==> src/rtl/multicycle_controller.sv <==
// Main control FSM of the multi-cycle RV32I core. Decodes the latched
// instruction, steps it through 3-5 states and drives the ALU op code,
// datapath mux selects and write enables. Also counts retired instructions.
module multicycle_controller #(
  parameter int CNT_W = 32
) (
  input  logic             clk,
  input  logic             rst_n,
  input  logic [6:0]       op,
  input  logic [2:0]       funct3,
  input  logic             funct7b5,
  input  logic             zero,
  output logic [2:0]       alu_op,
  output logic [1:0]       alu_src_a,
  output logic [1:0]       alu_src_b,
  output logic [1:0]       result_src,
  output logic [2:0]       imm_src,
  output logic             adr_src,
  output logic             ir_write,
  output logic             pc_write,
  output logic             mem_write,
  output logic             reg_write,
  output logic             illegal,
  output logic [CNT_W-1:0] instret
);

  localparam logic [2:0] OP_ADD  = 3'b000;
  localparam logic [2:0] OP_SUB  = 3'b001;
  localparam logic [2:0] OP_AND  = 3'b010;
  localparam logic [2:0] OP_OR   = 3'b011;
  localparam logic [2:0] OP_SLT  = 3'b100;
  localparam logic [2:0] OP_SLTU = 3'b101;
  localparam logic [2:0] OP_XOR  = 3'b110;

  localparam logic [6:0] OPC_LW   = 7'b0000011;
  localparam logic [6:0] OPC_SW   = 7'b0100011;
  localparam logic [6:0] OPC_R    = 7'b0110011;
  localparam logic [6:0] OPC_I    = 7'b0010011;
  localparam logic [6:0] OPC_BR   = 7'b1100011;
  localparam logic [6:0] OPC_JAL  = 7'b1101111;
  localparam logic [6:0] OPC_JALR = 7'b1100111;
  localparam logic [6:0] OPC_LUI  = 7'b0110111;

  typedef enum logic [3:0] {
    S_FETCH, S_DECODE, S_MEMADR, S_MEMREAD, S_MEMWB, S_MEMWRITE,
    S_EXEC_R, S_EXEC_I, S_ALUWB, S_BRANCH, S_JALR, S_JAL, S_LUI
  } state_t;

  state_t           state_q, state_d;
  logic [CNT_W-1:0] instret_q, instret_d;
  logic             dec_illegal;
  logic             alu_f3_ok, br_f3_ok, taken, retire;

  // ALU op for arithmetic funct3; sub only applies to R-type with funct7b5
  function automatic logic [2:0] alu_dec(input logic [2:0] f3, input logic sub);
    case (f3)
      3'b000:  alu_dec = sub ? OP_SUB : OP_ADD;
      3'b111:  alu_dec = OP_AND;
      3'b110:  alu_dec = OP_OR;
      3'b100:  alu_dec = OP_XOR;
      3'b010:  alu_dec = OP_SLT;
      3'b011:  alu_dec = OP_SLTU;
      default: alu_dec = OP_ADD;
    endcase
  endfunction

  // Shift funct3 codes are rejected for R/I; branch funct3 01x is undefined
  assign alu_f3_ok = (funct3 != 3'b001) && (funct3 != 3'b101);
  assign br_f3_ok  = (funct3[2:1] != 2'b01);
  // Inverted-sense branches (bne/blt/bltu) are taken on !zero
  assign taken     = (funct3[2] ^ funct3[0]) ? ~zero : zero;
  assign retire    = (state_q == S_MEMWB) || (state_q == S_MEMWRITE) ||
                     (state_q == S_ALUWB) || (state_q == S_BRANCH) ||
                     (state_q == S_LUI);
  assign instret_d = retire ? instret_q + CNT_W'(1) : instret_q;
  assign instret   = instret_q;

  // Next-state sequencing and illegal-instruction detection in DECODE
  always_comb begin
    state_d     = state_q;
    dec_illegal = 1'b0;
    case (state_q)
      S_FETCH:  state_d = S_DECODE;
      S_DECODE: begin
        case (op)
          OPC_LW, OPC_SW: state_d = S_MEMADR;
          OPC_R:    begin state_d = alu_f3_ok ? S_EXEC_R : S_FETCH; dec_illegal = ~alu_f3_ok; end
          OPC_I:    begin state_d = alu_f3_ok ? S_EXEC_I : S_FETCH; dec_illegal = ~alu_f3_ok; end
          OPC_BR:   begin state_d = br_f3_ok ? S_BRANCH : S_FETCH;  dec_illegal = ~br_f3_ok; end
          OPC_JAL:  state_d = S_JAL;
          OPC_JALR: state_d = S_JALR;
          OPC_LUI:  state_d = S_LUI;
          default:  begin state_d = S_FETCH; dec_illegal = 1'b1; end
        endcase
      end
      S_MEMADR:   state_d = op[5] ? S_MEMWRITE : S_MEMREAD;
      S_MEMREAD:  state_d = S_MEMWB;
      S_EXEC_R:   state_d = S_ALUWB;
      S_EXEC_I:   state_d = S_ALUWB;
      S_JALR:     state_d = S_JAL;
      S_JAL:      state_d = S_ALUWB;
      default:    state_d = S_FETCH;
    endcase
  end

  // State register and retired-instruction counter
  always_ff @(posedge clk) begin
    if (!rst_n) begin
      state_q   <= S_FETCH;
      instret_q <= '0;
    end else begin
      state_q   <= state_d;
      instret_q <= instret_d;
    end
  end

  // Moore outputs per state, forced quiet while reset is held
  always_comb begin
    alu_op     = OP_ADD;
    alu_src_a  = 2'b00;
    alu_src_b  = 2'b00;
    result_src = 2'b00;
    imm_src    = 3'b000;
    adr_src    = 1'b0;
    ir_write   = 1'b0;
    pc_write   = 1'b0;
    mem_write  = 1'b0;
    reg_write  = 1'b0;
    illegal    = 1'b0;
    case (state_q)
      S_FETCH: begin
        ir_write = 1'b1; alu_src_b = 2'b10; result_src = 2'b10; pc_write = 1'b1;
      end
      S_DECODE: begin
        alu_src_a = 2'b01; alu_src_b = 2'b01;
        imm_src   = (op == OPC_JAL) ? 3'b011 : 3'b010;
        illegal   = dec_illegal;
      end
      S_MEMADR: begin
        alu_src_a = 2'b10; alu_src_b = 2'b01; imm_src = op[5] ? 3'b001 : 3'b000;
      end
      S_MEMREAD:  adr_src = 1'b1;
      S_MEMWB:    begin result_src = 2'b01; reg_write = 1'b1; end
      S_MEMWRITE: begin adr_src = 1'b1; mem_write = 1'b1; end
      S_EXEC_R:   begin alu_src_a = 2'b10; alu_op = alu_dec(funct3, funct7b5); end
      S_EXEC_I: begin
        alu_src_a = 2'b10; alu_src_b = 2'b01; alu_op = alu_dec(funct3, 1'b0);
      end
      S_ALUWB:    reg_write = 1'b1;
      S_BRANCH: begin
        alu_src_a = 2'b10;
        alu_op    = (funct3[2:1] == 2'b00) ? OP_SUB : (funct3[1] ? OP_SLTU : OP_SLT);
        pc_write  = taken;
      end
      S_JALR:     begin alu_src_a = 2'b10; alu_src_b = 2'b01; end
      S_JAL:      begin alu_src_a = 2'b01; alu_src_b = 2'b10; pc_write = 1'b1; end
      S_LUI:      begin imm_src = 3'b100; result_src = 2'b11; reg_write = 1'b1; end
      default:    ;
    endcase
    if (!rst_n) begin
      alu_op = 3'b000; alu_src_a = 2'b00; alu_src_b = 2'b00; result_src = 2'b00;
      imm_src = 3'b000; adr_src = 1'b0; ir_write = 1'b0; pc_write = 1'b0;
      mem_write = 1'b0; reg_write = 1'b0; illegal = 1'b0;
    end
  end

endmodule

==> config.mk <==
export PLATFORM = sky130hd
export DESIGN_NAME = multicycle_controller
export DESIGN_NICKNAME = d
export VERILOG_FILES = /design/src/rtl/multicycle_controller.sv
export SDC_FILE = /design/constraint.sdc
export NUM_CORES = 1
export LEC_CHECK = 0
export CELL_PAD_IN_SITES_DETAIL_PLACEMENT = 2
export CELL_PAD_IN_SITES_GLOBAL_PLACEMENT = 2
export CORE_MARGIN = 10
export CORE_UTILIZATION = 25
export DETAILED_ROUTE_END_ITERATION = 8
export GPL_TIMING_DRIVEN = 0
export PLACE_DENSITY = 0.82
export SYNTH_ARGS = -nofsm -noshare
export SYNTH_HDL_FRONTEND = slang
export SYNTH_SLANG_ARGS = --single-unit
export TNS_END_PERCENT = 100
==> constraint.sdc <==
create_clock -name clk -period 2.1 [get_ports clk]
set_input_delay 0.42 -clock clk [delete_from_list [all_inputs] [get_ports clk]]
set_output_delay 0.42 -clock clk [all_outputs]
set_load 0.05 [all_outputs]
# == Yosys cells after proc, flatten, opt, wreduce, memory -nomap -nowiden ==
# Cells that the tools add are included.
# op_classes
add_sub_neg,1
n_eq_ne,28
n_mux,37
bitwise_logic,4
reduce_logical,18
# op_table
operator,count
32-bit by 1-bit adder with 32-bit output (second input constant),1
4-bit one-hot mux with 7 select lines,1
4-bit one-hot mux with 6 select lines,1
7-bit by 6-bit equality test with 1-bit output (second input constant),3
7-bit equality test (second input constant),3
4-bit equality test (second input constant),5
3-bit two-way mux,6
3-bit one-hot mux with 3 select lines,2
3-bit one-hot mux with 6 select lines,1
4-bit by 3-bit equality test with 1-bit output (second input constant),4
1-bit two-way mux,16
3-bit one-hot mux with 5 select lines,1
2-bit OR reduction,5
5-bit OR reduction,2
3-bit equality test (second input constant),3
4-bit by 2-bit equality test with 1-bit output (second input constant),2
2-bit one-hot mux with 2 select lines,2
7-bit by 2-bit equality test with 1-bit output (second input constant),1
7-bit by 5-bit equality test with 1-bit output (second input constant),1
3-bit by 2-bit equality test with 1-bit output (second input constant),2
2-bit two-way mux,3
2-bit one-hot mux with 3 select lines,1
3-bit OR reduction,2
4-bit by 1-bit equality test with 1-bit output (second input constant),1
other kinds (14),19
# word_totals
ff_bits,36
input_bits,14
wordCells,90

# == Depth between registers and ports, before layout ==
# Gate-level depths: netlist (run 1).
# logic_depth
depth_word,6
depth_mapped,6
mapped_depth_nobuf,5

# == Worst setup path after synthesis (run 1) ==
# OpenSTA, ideal clock, no wires.
# synth_path
path_type,input-to-output
startpoint,input rst_n
endpoint,output adr_src
arrival_ps,2364
required_time_ps,1680
setup_slack_ps,-684
cell_stages,5
n_path_buf,3
path_cell_list,clkbuf_1 clkbuf_1 clkbuf_1 nand2_1 nor3_1
# synth_via
elab_chain_len,1
# synth_rtl
element,line,text
start: declaration,8,"input logic rst_n,"
1-bit two-way mux,160,if (!rst_n) begin
end: declaration,18,"output logic adr_src,"
# Every way passes these cells.

# == Final worst setup path (run 1) ==
# layout_path
startpoint,register state_q[1]
endpoint,output alu_op[0]
# layout_via
elab_chain_len,3
elab_cells_between_ends,5
cone_classes,eq/ne: 3; mux: 2
# layout_rtl
element,line,text
start: declaration,49,"state_t state_q, state_d;"
start signal: assignment,112,state_q <= state_d;
4-bit equality test or 4-bit by 3-bit equality test with 1-bit output (tied branches),130,case (state_q)
3-bit one-hot mux with 3 select lines *,130,
3-bit two-way mux *,160,
end: declaration,13,"output logic [2:0] alu_op,"
# Mark *: on every way between the ends. The rest lies on a longest branch, timed or not.

==> impl_metrics.json, run 1 <==
{
  "worstMarginPinSlew_ps": 555,
  "peakVddDrop_mv": 0.225,
  "crit_fanout": 8,
  "min_period_ps": 2100,
  "vias": 2716,
  "seq_area_um2": 759,
  "nNetsFinal": 402,
  "ff2ff_setup_slack_ps": 80,
  "whs_ps": 496,
  "power.density_nw_per_um2": 436,
  "critPathTopFamily": "compound AO/OA/AOI/OAI gates",
  "avgSynthCellArea_um2": 7.52,
  "dieArea_um2": 13300,
  "overflow": 0,
  "clk_path_buf_depth": 2,
  "synth_area_leaders": "dfxtp_1, a21oi_1, nand2_1, mux2i_1, nand3_1",
  "reg2reg_depth": 5,
  "pin_count": 64,
  "port-buffer-count": 61,
  "place_hpwl_um": 6560,
  "fin_skew_ps": 13.5,
  "drtIter0Drc": 68,
  "finalHoldViolations": 0,
  "ant_nets": 0,
  "critPathCaptureType": "output pin",
  "worstSkewPairLatency_ps": 310,
  "grt_antenna_before_repair": 0,
  "status": "finished with violations",
  "grt_pass1_wl_um": 15400,
  "violations": "setup timing",
  "crit_start": "state_q[1]",
  "synth_commonest_cells": "dfxtp_1, nand2_1, a21oi_1, nor2_1, nand3_1",
  "grt_usage_pct": 14.2,
  "finalSetupViolations": 1,
  "num-fill-cells": 993,
  "holdBufCountCts": 0,
  "synth_flop_cell": "dfxtp_1",
  "core_um2": 8760,
  "clkSinkCount": 36,
  "gp_congestion": 0.806,
  "wl_per_cell_um": 20.7,
  "max_cap_violations": 0,
  "setup_slack_ps": -1.69,
  "yosysSeqAreaShare_pct": 31.7,
  "maxSlewHeadroom_pct": 62.7,
  "routed_wl_um": 10300,
  "cts_tree": "built",
  "multiInputGateArea_um2": 1670,
  "synthArstFlopShare_pct": 0,
  "yosys.cell_count.top_type": "dfxtp_1",
  "area_growth_pct": 58.1,
  "rsz0062_at_grt": "yes",
  "yosysTopAreaCell": "dfxtp_1",
  "clk_pin_slew_ps": 90,
  "final.period_utilization_pct": 100,
  "min_to": "instret[28]",
  "regToRegEndpoint": "instret[26]",
  "total_power_uw": 1570,
  "path_cells": "buf_8 > nor2b_4 > nand3_4 > o22ai_2 > a221o_1 > buf_6",
  "r2r-start": "instret[8]",
  "netlist_area_um2": 2270,
  "fp-row-count": 34,
  "drc": 0,
  "leakagePower_uw": 0.00140,
  "hp-start": "instret[28]",
  "synth_cells": 302,
  "final_util_pct": 41.0,
  "synth.net_count": 318,
  "ys_warn_count": 0,
  "grt_max_degree": 12,
  "start_util_pct": 25.9,
  "path_buf_inv": 2,
  "vias_per_cell": 5.49,
  "synth_cell_type_count": 43,
  "setup_tns_ps": -1.69,
  "cts_buffers": 5,
  "crit_type": "flop to output pin",
  "cp.arrival_ps": 1680,
  "die_y_um": 115,
  "required_ps": 1680,
  "final_area_um2": 3590,
  "dr.pass1.iters": 4,
  "die_w_um": 115,
  "first_global_vias": 2942,
  "synth.top_cell.area_share_pct": 31.7,
  "cts_max_level": 2,
  "synth-seq-cells": 36,
  "slew_viol_final": 0,
  "dpl-instance-area_um2": 3090,
  "crit_path_max_incr_delay_ps": 370,
  "cts_root_buf": "clkbuf_8",
  "cpMaxStageDelayCell": "dfxtp_4",
  "hold_path_depth": 2,
  "hold_class": "flop to flop",
  "fmaxAchievable_ghz": 0.476,
  "synth_edf_count": 0,
  "diodes": 0,
  "layout-drive-gt1-share_pct": 30.2,
  "crit_path_start_kind": "flop"
}
-- worst max-delay path by stage --
stage                           end  cells past startpoint  slack [ps]
after floorplan             adr_src                      5        -270
after global placement    mem_write                      6       -1650
after detailed placement    adr_src                      7       -1600
after CTS                 alu_op[0]                      6         -20
after global routing      alu_op[2]                      6         -60
final                     alu_op[0]                      6          -2
-- placed cells by master (no fill, tap or decap), types with 11 or more instances in the layout --
cell type	count
nand3_1	18
a21oi_1	17
nand2b_1	11
nand2_1	25
nor2_1	13
buf_4	21
o21ai_0	12
nand4_1	14
dfxtp_1	19
clkdlybuf4s50_1	34
-- through the flow --
step	worst slack (ps)	std cells
finish	-1.69	495
global route	-59.5	495
CTS	-20.7	483
detailed placement	-1600	471
global placement	-1650	471
floorplan	-268	302
-- power breakdown --
part,leakage (uW),internal [uW],switching [uW]
registers,0.000301,676,2.14
clock network,0.0000552,353,285
logic,0.00104,96.2,154
total,0.00140,1130,441
-- logic make-up (layout without fill, tap and decap cells) --
logic type	after synthesis	count (layout)	share of synthesized area, %
AOI/OAI and AO/OA	66	66	18.2
xor gates and xnor gates	8	8	3.09
buffers and inverters	27	112	4.52
and+or+nand+nor	153	153	37.0
DFF	36	36	31.7
adders and majority gates	2	2	1.10
muxes	10	10	4.41
-- repair_timing --
| action | 4_1_cts | 5_1_grt |
|---|---|---|
| setup buffers | 5 | 13 |
| pin swaps | 4 | 3 |
| resized for setup | 151 | 46 |
| gates cloned | 0 | 0 |
| setup endpoints to repair | 47 | 33 |
-- sequential cells by signal (all words and copies together) (netlist names) --
name and flops:
instret 32, state_q 4
-- worst reg2reg max path: stages, from the launching register on --
cell	delay [ps]
dfxtp_4	390
nand4_4	150
or4_1	540
buf_4	190
or4_1	530
a21oi_2	150
-- routing by layer --
metal,track usage [%],wire length [um]
met5,0,0
met4,3.88,163
met3,3.39,408
met2,26.3,5520
met1,15.6,4170
-- cell type report --
class                           instances  share of cell area (%)
Clock buffer                            6                    2.02
Buffer                                 16                    4.67
Multi-Input combinational cell        239                    46.6
Inverter                                9                   0.941
Timing Repair Buffer                   79                    19.9
Tap cell                              108                    3.76
Sequential cell                        36                    21.1
Clock inverter                          2                   0.976
(Power assumes the default switching activity.)
==> run 2: changes to the inputs <==
- ABC_CLOCK_PERIOD_IN_PS: default -> 2100
==> results of run 2 <==
The final DEF is identical to that of run 1; final timing and power are the same.
==> run 3: changes to the inputs <==
- ABC_CLOCK_PERIOD_IN_PS: 2100 -> 1900
- CORE_ASPECT_RATIO: default -> 0.6
- CORE_UTILIZATION: 25 -> 24
- clock period: 2.1 -> 1.9 ns (I/O delays scaled with it)
==> run 3 against run 2 <==
The run still ends with setup timing left; worst setup slack worse by 170 ps; die area grew 4.4%; via count up 3.7%; critical path type unchanged.
==> impl_metrics.json, run 3 (same netlist as run 1, synthesis figures left out) <==
{
  "multiInputGateArea_um2": 1810,
  "die_w_um": 146,
  "min_period_ps": 2070,
  "cts_buffers": 5,
  "clk_pin_slew_ps": 60,
  "pin_count": 64,
  "grt_max_degree": 12,
  "core_um2": 9190,
  "cts_root_buf": "clkbuf_16",
  "worstSkewPairLatency_ps": 290,
  "power.density_nw_per_um2": 489,
  "clkSinkCount": 36,
  "area_growth_pct": 74.4,
  "rsz0062_at_grt": "yes",
  "critPathCaptureType": "output pin",
  "num-fill-cells": 1009,
  "vias_per_cell": 5.32,
  "dr.pass1.iters": 4,
  "clkPwrFrac_pct": 45.0,
  "violations": "setup timing",
  "path_cells": "clkbuf_8 > nor2_4 > o21ai_0 > o21ai_0 > and2_2 > buf_6",
  "critPathTopFamily": "flip-flops",
  "finalHoldViolations": 0,
  "layout_commonest_cell": "buf_4",
  "p_sw_share_pct": 28.2,
  "cpMaxStageDelayCell": "dfxtp_4",
  "cp.arrival_ps": 1690,
  "seq_area_um2": 786,
  "peakVddDrop_mv": 0.317,
  "worstMarginPinSlew_ps": 633,
  "crit_top_cell": "o21ai_0",
  "layout-drive-gt1-share_pct": 40.4,
  "path_buf_inv": 2,
  "vias": 2816,
  "slew_viol_final": 0,
  "finalSetupViolations": 8,
  "diodes": 0,
  "dpl-instance-area_um2": 3210,
  "largest_register_ffs": 32,
  "start_util_pct": 24.7,
  "crit_path_start_kind": "flop",
  "fmaxAchievable_ghz": 0.483,
  "die_y_um": 95.3,
  "overflow": 0,
  "crit_path_max_incr_delay_ps": 420,
  "p_seq_share_pct": 38.3,
  "fin_skew_ps": 9.53,
  "ant_nets": 0,
  "switching_power_uw": 547,
  "dpl.cell_count": 493,
  "place_hpwl_um": 7400,
  "setup_slack_ps": -170,
  "wl_per_cell_um": 22.6,
  "grt_usage_pct": 15.3,
  "port-buffer-count": 61,
  "cts_max_level": 2,
  "final.period_utilization_pct": 109,
  "layout_common_cells": "buf_4, nand2_1, dfxtp_1",
  "grt_pass1_wl_um": 17100,
  "maxSlewHeadroom_pct": 57.5,
  "leakagePower_uw": 0.00166,
  "clk_path_buf_depth": 2,
  "whs_ps": 394,
  "drtIter0Drc": 120,
  "cts_tree": "built",
  "first_global_vias": 3026,
  "nNetsFinal": 414,
  "hold_class": "input pin to flop",
  "dieArea_um2": 13900,
  "status": "finished with violations",
  "holdBufCountCts": 0,
  "max_cap_violations": 0,
  "crit_fanout": 10,
  "routed_wl_um": 11900,
  "fin_cells": 529,
  "gp_congestion": 0.796,
  "fp-row-count": 27,
  "drc": 0,
  "grt_antenna_before_repair": 1,
  "final_area_um2": 3960,
  "power_frac_comb_pct": 16.7,
  "setup_tns_ps": -839,
  "crit_type": "flop to output pin",
  "p_int_uw": 1390,
  "required_ps": 1520
}
run 3: changes by cell type in the layout (fill, tap and decap cells not counted), moves of 3 or more:
cell,change
dlygate4sd2_1,+10
o31ai_2,+3
clkbuf_1,-3
clkbuf_16,+7
dfxtp_2,-9
clkdlybuf4s50_1,-18
buf_4,+11
buf_8,+4
dfxtp_4,+10
dlymetal6s2s_1,+3
o31ai_1,-4
clkbuf_8,-4
run 3: power groups by stage:
stage	logic, uW	clock network (uW)	registers (uW)
after floorplan	152	0	760
after global placement	237	0	759
after detailed placement	244	0	759
after CTS	283	870	744
after global routing	341	919	741
final	323	873	742
run 3: cell type report:
cell class / instances / area share (%)
Buffer: 15 / 4.90
Tap cell: 130 / 4.11
Inverter: 9 / 0.853
Clock buffer: 7 / 3.60
Clock inverter: 1 / 0.190
Sequential cell: 36 / 19.8
Multi-Input combinational cell: 239 / 45.8
Timing Repair Buffer: 92 / 20.7
run 3: worst paths after layout:
kind / start / to / slack (ps) / cells past startpoint
worst max-delay path: state_q[2] / alu_src_a[1] / -170 / 6
worst min-delay path: op[3] / state_q[2] / 390 / 2
worst max register to register: instret[13] / instret[30] / -10 / 5
worst min register to register: instret[28] / instret[28] / 510 / 2
run 3: what timing repair did:
action / CTS / global route
resized for setup: 211 / 59
setup buffers: 19 / 11
setup endpoints to repair: 66 / 46
pin swaps: 14 / 13
hold endpoints to repair: 0 / 0
gates cloned: 1 / 0
run 3: stage by stage:
step | setup WS (ps) | total power, uW | utilization (%)
final | -170 | 1940 | 43.1
after global routing | -235 | 2000 | 43.1
after detailed placement | -1680 | 1000 | 34.9
after CTS | -123 | 1900 | 40.6
after floorplan | -206 | 912 | -
after global placement | -1650 | 996 | 34.9
run 3: layer usage:
layer | share of wire [%] | vias to the layer above | track usage [%] | wire (um)
li1 | - | 1310 | - | -
met1 | 45 | 1437 | 19.3 | 5360
met2 | 49 | 52 | 25.9 | 5880
met3 | 4.7 | 15 | 4.54 | 560
met4 | 1.0 | 2 | 2.60 | 125
met5 | 0.11 | - | 0 | 13
